===== src/rtl/irq_fetch_ctrl_if.sv =====
// Fetch-side interrupt bundle: request lines, fetch handshake and redirect.
// The controller binds the slave modport, the fetch/testbench side the master.
interface irq_fetch_ctrl_if #(
    parameter int unsigned NUM_IRQ = 4
);
    logic [NUM_IRQ-1:0] irq_in;
    logic               global_en;
    logic               irq_mask_wr;
    logic [NUM_IRQ-1:0] irq_mask_wdata;
    logic               stall;
    logic [31:0]        pc;
    logic               redirect_valid;
    logic [31:0]        redirect_addr;
    logic               mret_EXE;
    logic               interrupt_en;
    logic [31:0]        interrupt_handling_addr;
    logic               flush_IF;
    logic [NUM_IRQ-1:0] irq_ack;
    logic [3:0]         irq_id;
    logic               in_service;
    logic [31:0]        epc;

    modport master (
        output irq_in,
        output global_en,
        output irq_mask_wr,
        output irq_mask_wdata,
        output stall,
        output pc,
        output redirect_valid,
        output redirect_addr,
        output mret_EXE,
        input  interrupt_en,
        input  interrupt_handling_addr,
        input  flush_IF,
        input  irq_ack,
        input  irq_id,
        input  in_service,
        input  epc
    );

    modport slave (
        input  irq_in,
        input  global_en,
        input  irq_mask_wr,
        input  irq_mask_wdata,
        input  stall,
        input  pc,
        input  redirect_valid,
        input  redirect_addr,
        input  mret_EXE,
        output interrupt_en,
        output interrupt_handling_addr,
        output flush_IF,
        output irq_ack,
        output irq_id,
        output in_service,
        output epc
    );
endinterface


===== src/rtl/irq_fetch_ctrl.sv =====
// Interrupt controller and PC-redirect sequencer sitting beside fetch.
// Optional IRQ_STATS_EN adds irq_count / dispatch_stall_cycles counters.
module irq_fetch_ctrl #(
    parameter int unsigned NUM_IRQ    = 4,
    parameter logic [31:0] VEC_BASE   = 32'h0000_0100,
    parameter int unsigned VEC_STRIDE = 4
) (
    input  logic              clk,
    input  logic              rst_n,
    irq_fetch_ctrl_if.slave   bus
`ifdef IRQ_STATS_EN
    ,
    output logic [15:0]       irq_count,
    output logic [15:0]       dispatch_stall_cycles
`endif
);

    localparam logic [31:0] STRIDE_W = 32'(VEC_STRIDE);

    typedef enum logic [1:0] {
        S_IDLE,
        S_DISPATCH,
        S_SERVICE,
        S_RETURN
    } state_t;

    state_t             r_state;
    state_t             w_state_nxt;

    logic [NUM_IRQ-1:0] r_pending;
    logic [NUM_IRQ-1:0] r_mask;
    logic [NUM_IRQ-1:0] r_irq_q;
    logic [31:0]        r_epc;
    logic [3:0]         r_irq_id;

    logic [NUM_IRQ-1:0] w_rise;
    logic [NUM_IRQ-1:0] w_elig;
    logic [NUM_IRQ-1:0] w_ack;
    logic               w_any;
    logic [3:0]         w_win;
    logic               w_latch;
    logic               w_xfer;
    logic [31:0]        w_vec;

    assign w_rise = bus.irq_in & ~r_irq_q;
    assign w_elig = r_pending & r_mask & {NUM_IRQ{bus.global_en}};
    assign w_any  = |w_elig;
    assign w_vec  = VEC_BASE + (32'(r_irq_id) * STRIDE_W);

    assign bus.irq_id = r_irq_id;
    assign bus.epc    = r_epc;
    assign bus.irq_ack = w_ack;

    // Fixed priority: lowest eligible index wins
    always_comb begin
        w_win = 4'd0;
        for (int i = NUM_IRQ - 1; i >= 0; i--) begin
            if (w_elig[i]) begin
                w_win = 4'(i);
            end
        end
    end

    // One-hot acknowledge of the frozen winner in the transfer cycle
    always_comb begin
        w_ack = '0;
        for (int i = 0; i < NUM_IRQ; i++) begin
            w_ack[i] = w_xfer && (r_irq_id == 4'(i));
        end
    end

    // FSM state register
    always_ff @(posedge clk or negedge rst_n) begin
        if (!rst_n) begin
            r_state <= S_IDLE;
        end else begin
            r_state <= w_state_nxt;
        end
    end

    // FSM next state and fetch override outputs
    always_comb begin
        w_state_nxt                 = r_state;
        w_latch                     = 1'b0;
        w_xfer                      = 1'b0;
        bus.interrupt_en            = 1'b0;
        bus.interrupt_handling_addr = 32'h0;
        bus.flush_IF                = 1'b0;
        bus.in_service              = 1'b0;
        unique case (r_state)
            S_IDLE: begin
                if (w_any) begin
                    w_latch     = 1'b1;
                    w_state_nxt = S_DISPATCH;
                end
            end
            S_DISPATCH: begin
                bus.interrupt_en            = 1'b1;
                bus.interrupt_handling_addr = w_vec;
                if (!bus.stall) begin
                    w_xfer       = 1'b1;
                    bus.flush_IF = 1'b1;
                    w_state_nxt  = S_SERVICE;
                end
            end
            S_SERVICE: begin
                bus.in_service = 1'b1;
                if (bus.mret_EXE) begin
                    w_state_nxt = S_RETURN;
                end
            end
            S_RETURN: begin
                bus.interrupt_en            = 1'b1;
                bus.interrupt_handling_addr = r_epc;
                if (!bus.stall) begin
                    bus.flush_IF = 1'b1;
                    w_state_nxt  = S_IDLE;
                end
            end
            default: begin
                w_state_nxt = S_IDLE;
            end
        endcase
    end

    // Edge detect history of the request lines
    always_ff @(posedge clk or negedge rst_n) begin
        if (!rst_n) begin
            r_irq_q <= '0;
        end else begin
            r_irq_q <= bus.irq_in;
        end
    end

    // Pending latch: a new edge wins over a same-cycle dispatch clear
    always_ff @(posedge clk or negedge rst_n) begin
        if (!rst_n) begin
            r_pending <= '0;
        end else begin
            r_pending <= (r_pending & ~w_ack) | w_rise;
        end
    end

    // Mask register, all sources enabled out of reset
    always_ff @(posedge clk or negedge rst_n) begin
        if (!rst_n) begin
            r_mask <= '1;
        end else if (bus.irq_mask_wr) begin
            r_mask <= bus.irq_mask_wdata;
        end
    end

    // Winner is frozen on leaving IDLE so later arrivals cannot preempt it
    always_ff @(posedge clk or negedge rst_n) begin
        if (!rst_n) begin
            r_irq_id <= 4'd0;
        end else if (w_latch) begin
            r_irq_id <= w_win;
        end
    end

    // Return PC: a taken redirect in the transfer cycle is the true next PC
    always_ff @(posedge clk or negedge rst_n) begin
        if (!rst_n) begin
            r_epc <= 32'h0;
        end else if (w_xfer) begin
            r_epc <= bus.redirect_valid ? bus.redirect_addr : bus.pc;
        end
    end

`ifdef IRQ_STATS_EN
    // Saturating count of completed dispatches
    always_ff @(posedge clk or negedge rst_n) begin
        if (!rst_n) begin
            irq_count <= 16'h0;
        end else if (w_xfer && (irq_count != 16'hFFFF)) begin
            irq_count <= irq_count + 16'd1;
        end
    end

    // Saturating count of cycles a dispatch waited on a fetch stall
    always_ff @(posedge clk or negedge rst_n) begin
        if (!rst_n) begin
            dispatch_stall_cycles <= 16'h0;
        end else if ((r_state == S_DISPATCH) && bus.stall &&
                     (dispatch_stall_cycles != 16'hFFFF)) begin
            dispatch_stall_cycles <= dispatch_stall_cycles + 16'd1;
        end
    end
`endif

endmodule


===== src/flat_wrapper.sv =====
// flat-port wrapper written by rule: the top's interface ports become plain ports
module irq_fetch_ctrl_flat 
#(
    parameter int unsigned NUM_IRQ    = 4,
    parameter logic [31:0] VEC_BASE   = 32'h0000_0100,
    parameter int unsigned VEC_STRIDE = 4
)
  (clk, rst_n, bus_irq_in, bus_global_en, bus_irq_mask_wr, bus_irq_mask_wdata, bus_stall, bus_pc, bus_redirect_valid, bus_redirect_addr, bus_mret_EXE, bus_interrupt_en, bus_interrupt_handling_addr, bus_flush_IF, bus_irq_ack, bus_irq_id, bus_in_service, bus_epc);
  irq_fetch_ctrl_if #(.NUM_IRQ(NUM_IRQ)) bus_i ();
  input  logic clk;
  input  logic rst_n;
  input wire logic [$bits(bus_i.irq_in)-1:0] bus_irq_in;
  input wire logic [$bits(bus_i.global_en)-1:0] bus_global_en;
  input wire logic [$bits(bus_i.irq_mask_wr)-1:0] bus_irq_mask_wr;
  input wire logic [$bits(bus_i.irq_mask_wdata)-1:0] bus_irq_mask_wdata;
  input wire logic [$bits(bus_i.stall)-1:0] bus_stall;
  input wire logic [$bits(bus_i.pc)-1:0] bus_pc;
  input wire logic [$bits(bus_i.redirect_valid)-1:0] bus_redirect_valid;
  input wire logic [$bits(bus_i.redirect_addr)-1:0] bus_redirect_addr;
  input wire logic [$bits(bus_i.mret_EXE)-1:0] bus_mret_EXE;
  output wire logic [$bits(bus_i.interrupt_en)-1:0] bus_interrupt_en;
  output wire logic [$bits(bus_i.interrupt_handling_addr)-1:0] bus_interrupt_handling_addr;
  output wire logic [$bits(bus_i.flush_IF)-1:0] bus_flush_IF;
  output wire logic [$bits(bus_i.irq_ack)-1:0] bus_irq_ack;
  output wire logic [$bits(bus_i.irq_id)-1:0] bus_irq_id;
  output wire logic [$bits(bus_i.in_service)-1:0] bus_in_service;
  output wire logic [$bits(bus_i.epc)-1:0] bus_epc;
  assign bus_i.irq_in = bus_irq_in;
  assign bus_i.global_en = bus_global_en;
  assign bus_i.irq_mask_wr = bus_irq_mask_wr;
  assign bus_i.irq_mask_wdata = bus_irq_mask_wdata;
  assign bus_i.stall = bus_stall;
  assign bus_i.pc = bus_pc;
  assign bus_i.redirect_valid = bus_redirect_valid;
  assign bus_i.redirect_addr = bus_redirect_addr;
  assign bus_i.mret_EXE = bus_mret_EXE;
  assign bus_interrupt_en = bus_i.interrupt_en;
  assign bus_interrupt_handling_addr = bus_i.interrupt_handling_addr;
  assign bus_flush_IF = bus_i.flush_IF;
  assign bus_irq_ack = bus_i.irq_ack;
  assign bus_irq_id = bus_i.irq_id;
  assign bus_in_service = bus_i.in_service;
  assign bus_epc = bus_i.epc;
  irq_fetch_ctrl #(.NUM_IRQ(NUM_IRQ), .VEC_BASE(VEC_BASE), .VEC_STRIDE(VEC_STRIDE)) u_core (.clk(clk), .rst_n(rst_n), .bus(bus_i));
endmodule

===== config.mk =====
export PLATFORM = sky130hd
export DESIGN_NAME = irq_fetch_ctrl_flat
export DESIGN_NICKNAME = d
export VERILOG_FILES = /design/src/rtl/irq_fetch_ctrl_if.sv /design/src/rtl/irq_fetch_ctrl.sv /design/src/flat_wrapper.sv
export SDC_FILE = /design/constraint.sdc
export NUM_CORES = 1
export LEC_CHECK = 0
export ABC_CLOCK_PERIOD_IN_PS = 1650
export CAP_MARGIN = 30
export CELL_PAD_IN_SITES_DETAIL_PLACEMENT = 0
export CELL_PAD_IN_SITES_GLOBAL_PLACEMENT = 2
export CORE_ASPECT_RATIO = 0.7
export CORE_MARGIN = 5
export CORE_UTILIZATION = 18
export DETAILED_ROUTE_END_ITERATION = 6
export PLACE_DENSITY_LB_ADDON = 0.3
export SLEW_MARGIN = 20
export SYNTH_ARGS = -nofsm -noshare
export SYNTH_HDL_FRONTEND = slang
export SYNTH_SLANG_ARGS = --single-unit
export TNS_END_PERCENT = 5

===== constraint.sdc =====
create_clock -name clk -period 1.65 [get_ports clk]
set_clock_uncertainty 0.2 [all_clocks]
set_input_delay 0.33 -clock clk [delete_from_list [all_inputs] [get_ports clk]]
set_output_delay 0.33 -clock clk [all_outputs]
set_load 0.02 [all_outputs]

==> flow_metrics.tcl <==
set metrics [dict create \
    grt_usage_pct 10.22 \
    die_y_um 108.2 \
    core.rowCount 35 \
    r2r-end "u_core.r_state[1]$_DFFE_PN0P_" \
    root_buffer "clkbuf_16" \
    grt.overflow.total 0 \
    synth-edff-count 0 \
    status "finished with violations" \
    clk_latency_ps 290 \
    power.total_mw 7.303 \
    fin_crit_sh_pct 120.1 \
    r2r_start "u_core.r_state[0]$_DFFE_PN0P_" \
    die_x_um 150.3 \
    hold_violations 0 \
    drive_gt1_share_pct 29.81 \
    diodes 0 \
    drt-total-wl_mm 8.497 \
    dpl.hpwl_mm 6.658 \
    dieArea_sq_um 16260 \
    core_area_sq_um 13310 \
    rr_worst_depth 6 \
    fin_ws_ps -332.0 \
    layout_min_cycle_time_ps 1982 \
    ys.flop_type "dfrtp_1" \
    avgSynthCellArea_sq_um 10.12 \
    maxCapViolCount 0 \
    dr_total_vias 2342 \
    setup_viol 74 \
    synth_cell_type_count 34 \
    yosys.area.top_type_share_pct 44.40 \
    dr.pass1.iters 4 \
    worstPathRequired_ps 1120 \
    cp-start-kind "flip-flop" \
    dpl_cell_area_sq_um 4385 \
    layout_common_cells "76 x clkdlybuf4s50_1, 41 x dfrtp_1, 34 x nand2_1, 34 x o21ai_1" \
    grt_max_degree 65 \
    ys_ff_latch 48 \
    yosys_warnings 0 \
    syn2layout_area_growth_pct 85.62 \
    path_clk_slew_ps 70 \
    cp.arrival_ps 1450 \
    synthCells 245 \
    rsz0062_at_grt "true" \
    synth.cell_area_sq_um 2480 \
    hold_depth 1 \
    min_to "u_core.r_pending[0]$_DFF_PN0_" \
    hold_start "u_core.r_irq_q[0]$_DFF_PN0_" \
    stdcell_area_sq_um 4603 \
    initial_core_util_pct 18.63 \
    max_freq_ghz 0.5045 \
    cellPowerDensity_nw_per_um2 1586 \
    synth.yosys.seq_area_share_pct 48.64 \
    worstSetupPathType "reg -> out" \
    violations "negative setup slack" \
    grt_pass1_wl_mm 13.03 \
    r2r_slack_ps -260 \
    synth_area_leaders "dfrtp_1 44%, mux2i_1 13%, and2_1 7.3%" \
    mostFrequentLayoutCell "clkdlybuf4s50_1" \
    tritoncts "built" \
    peakVddDrop_mv 0.5536 \
    drc 0 \
    min_path_type "reg -> reg" \
    nets 498 \
    end_kind "primary output" \
    clockBufferDepth 2 \
    clock-sinks 48 \
    postRouteAntennaNets 0 \
    viasPerCell 3.897 \
    grt_pass1_vias 2484 \
    io_pins 154 \
    p_leak_nw 2.203 \
    gp_congestion 0.7201 \
    cts-htree-levels 2 \
    holdWs_ps 223.6 \
    detail_route.wl_per_cell_um 14.14 \
    cp_max_fo 5 \
    antenna_found_initial 0 \
    finalMaxSlewViolations 0 \
    port_buffers 151 \
    numCtsBuffers 5 \
    synth_top_cell_by_area "dfrtp_1" \
    drtIter0Drc 40 \
    ys_async_sr_fraction_pct 100.0 \
]
sequential cells by signal, summed over array words and instances, names as in the netlist:
signal	flops
u_core.r_state	2
u_core.r_mask	4
u_core.r_irq_q	4
u_core.bus.epc	32
u_core.bus.irq_id	2
u_core.r_pending	4
routing by layer:
| metal | vias up | GRT usage (%) | share of wire (%) |
|---|---|---|---|
| met4 | 0 | 1.567 | 0.45 |
| li1 | 1160 | - | - |
| met3 | 6 | 4.525 | 11 |
| met1 | 1071 | 14.00 | 48 |
| met2 | 105 | 15.13 | 40 |
| met5 | - | 0 | 0 |
through the flow:
step | setup TNS, ps | util (%) | cells | setup WS, ps
6_report | -13480 | 34.58 | 601 | -332.0
5_1_grt | -19290 | 34.58 | 601 | -416.0
4_1_cts | -15940 | 33.61 | 600 | -375.5
3_5_place_dp | -35050 | 32.94 | 589 | -739.8
3_3_place_gp | -34560 | 32.94 | 589 | -742.5
2_1_floorplan | -251.8 | - | 246 | -43.44
worst max-delay path: stages (launching register included):
cell      delay (ps)
dfrtp_2          440
inv_2             90
ha_4             190
nand2b_4          90
nor3_4           200
buf_6            140
worst max path at each step:
| stage | startpoint | end | slack (ps) | depth (start not counted) |
|---|---|---|---|---|
| final | u_core.r_state[1]$_DFFE_PN0P_ | bus_irq_ack[0] | -330 | 5 |
| after global routing | u_core.r_state[1]$_DFFE_PN0P_ | bus_irq_ack[0] | -420 | 5 |
| after CTS | u_core.r_state[1]$_DFFE_PN0P_ | bus_flush_IF | -380 | 5 |
| after detailed placement | bus_stall | bus_irq_ack[0] | -740 | 4 |
| after global placement | bus_stall | bus_irq_ack[0] | -740 | 4 |
| after floorplan | u_core.r_state[0]$_DFFE_PN0P_ | u_core.r_state[1]$_DFFE_PN0P_ | -40 | 5 |
final cells by class:
| class | count | area (sq um) |
|---|---|---|
| Clock buffer | 8 | 146.4 |
| Fill cell | 1401 | 8710 |
| Inverter | 14 | 52.55 |
| Multi-Input combinational cell | 168 | 1304 |
| Sequential cell | 48 | 1210 |
| Tap cell | 185 | 231.5 |
| Timing Repair Buffer | 178 | 1659 |
power breakdown:
| group | switching [mW] | internal [mW] | total (mW) |
|---|---|---|---|
| clock network | 0.431 | 0.606 | 1.04 |
| registers | 0.384 | 1.65 | 2.03 |
| logic | 2.20 | 2.03 | 4.23 |
| total | 3.02 | 4.28 | 7.30 |
cells in the mapped netlist, types with 2 or more instances:
cell type	n
a22oi_2	2
and2_1	29
buf_2	4
buf_4	7
clkbuf_1	5
dfrtp_1	44
dfstp_2	4
ha_1	4
inv_1	13
mux2_2	4
mux2i_1	32
nand2_1	38
nor3_1	2
nor3_2	2
o21ai_0	2
o21ai_1	32
o22ai_1	4
what timing repair did:
item,CTS,global route
gates cloned,0,0
endpoints found under the hold margin,44,0
hold buffers,1,0
setup buffers,2,1
endpoints found under the setup margin,109,75
pin swaps,8,14
gates resized for setup,243,37
cell families (layout without fill, tap and decap cells):
logic type | after synthesis | after routing | share of synthesized area [%]
AO/OA/AOI/OAI | 49 | 49 | 12.61
AND/OR/NAND/NOR | 76 | 76 | 15.44
multiplexers | 37 | 37 | 15.34
buffers and inverters | 30 | 200 | 5.802
flip-flops | 48 | 48 | 48.64
adder cells (fa/ha/maj) | 4 | 4 | 2.018
other | 1 | 2 | 0.1512
(Power assumes the default switching activity.)
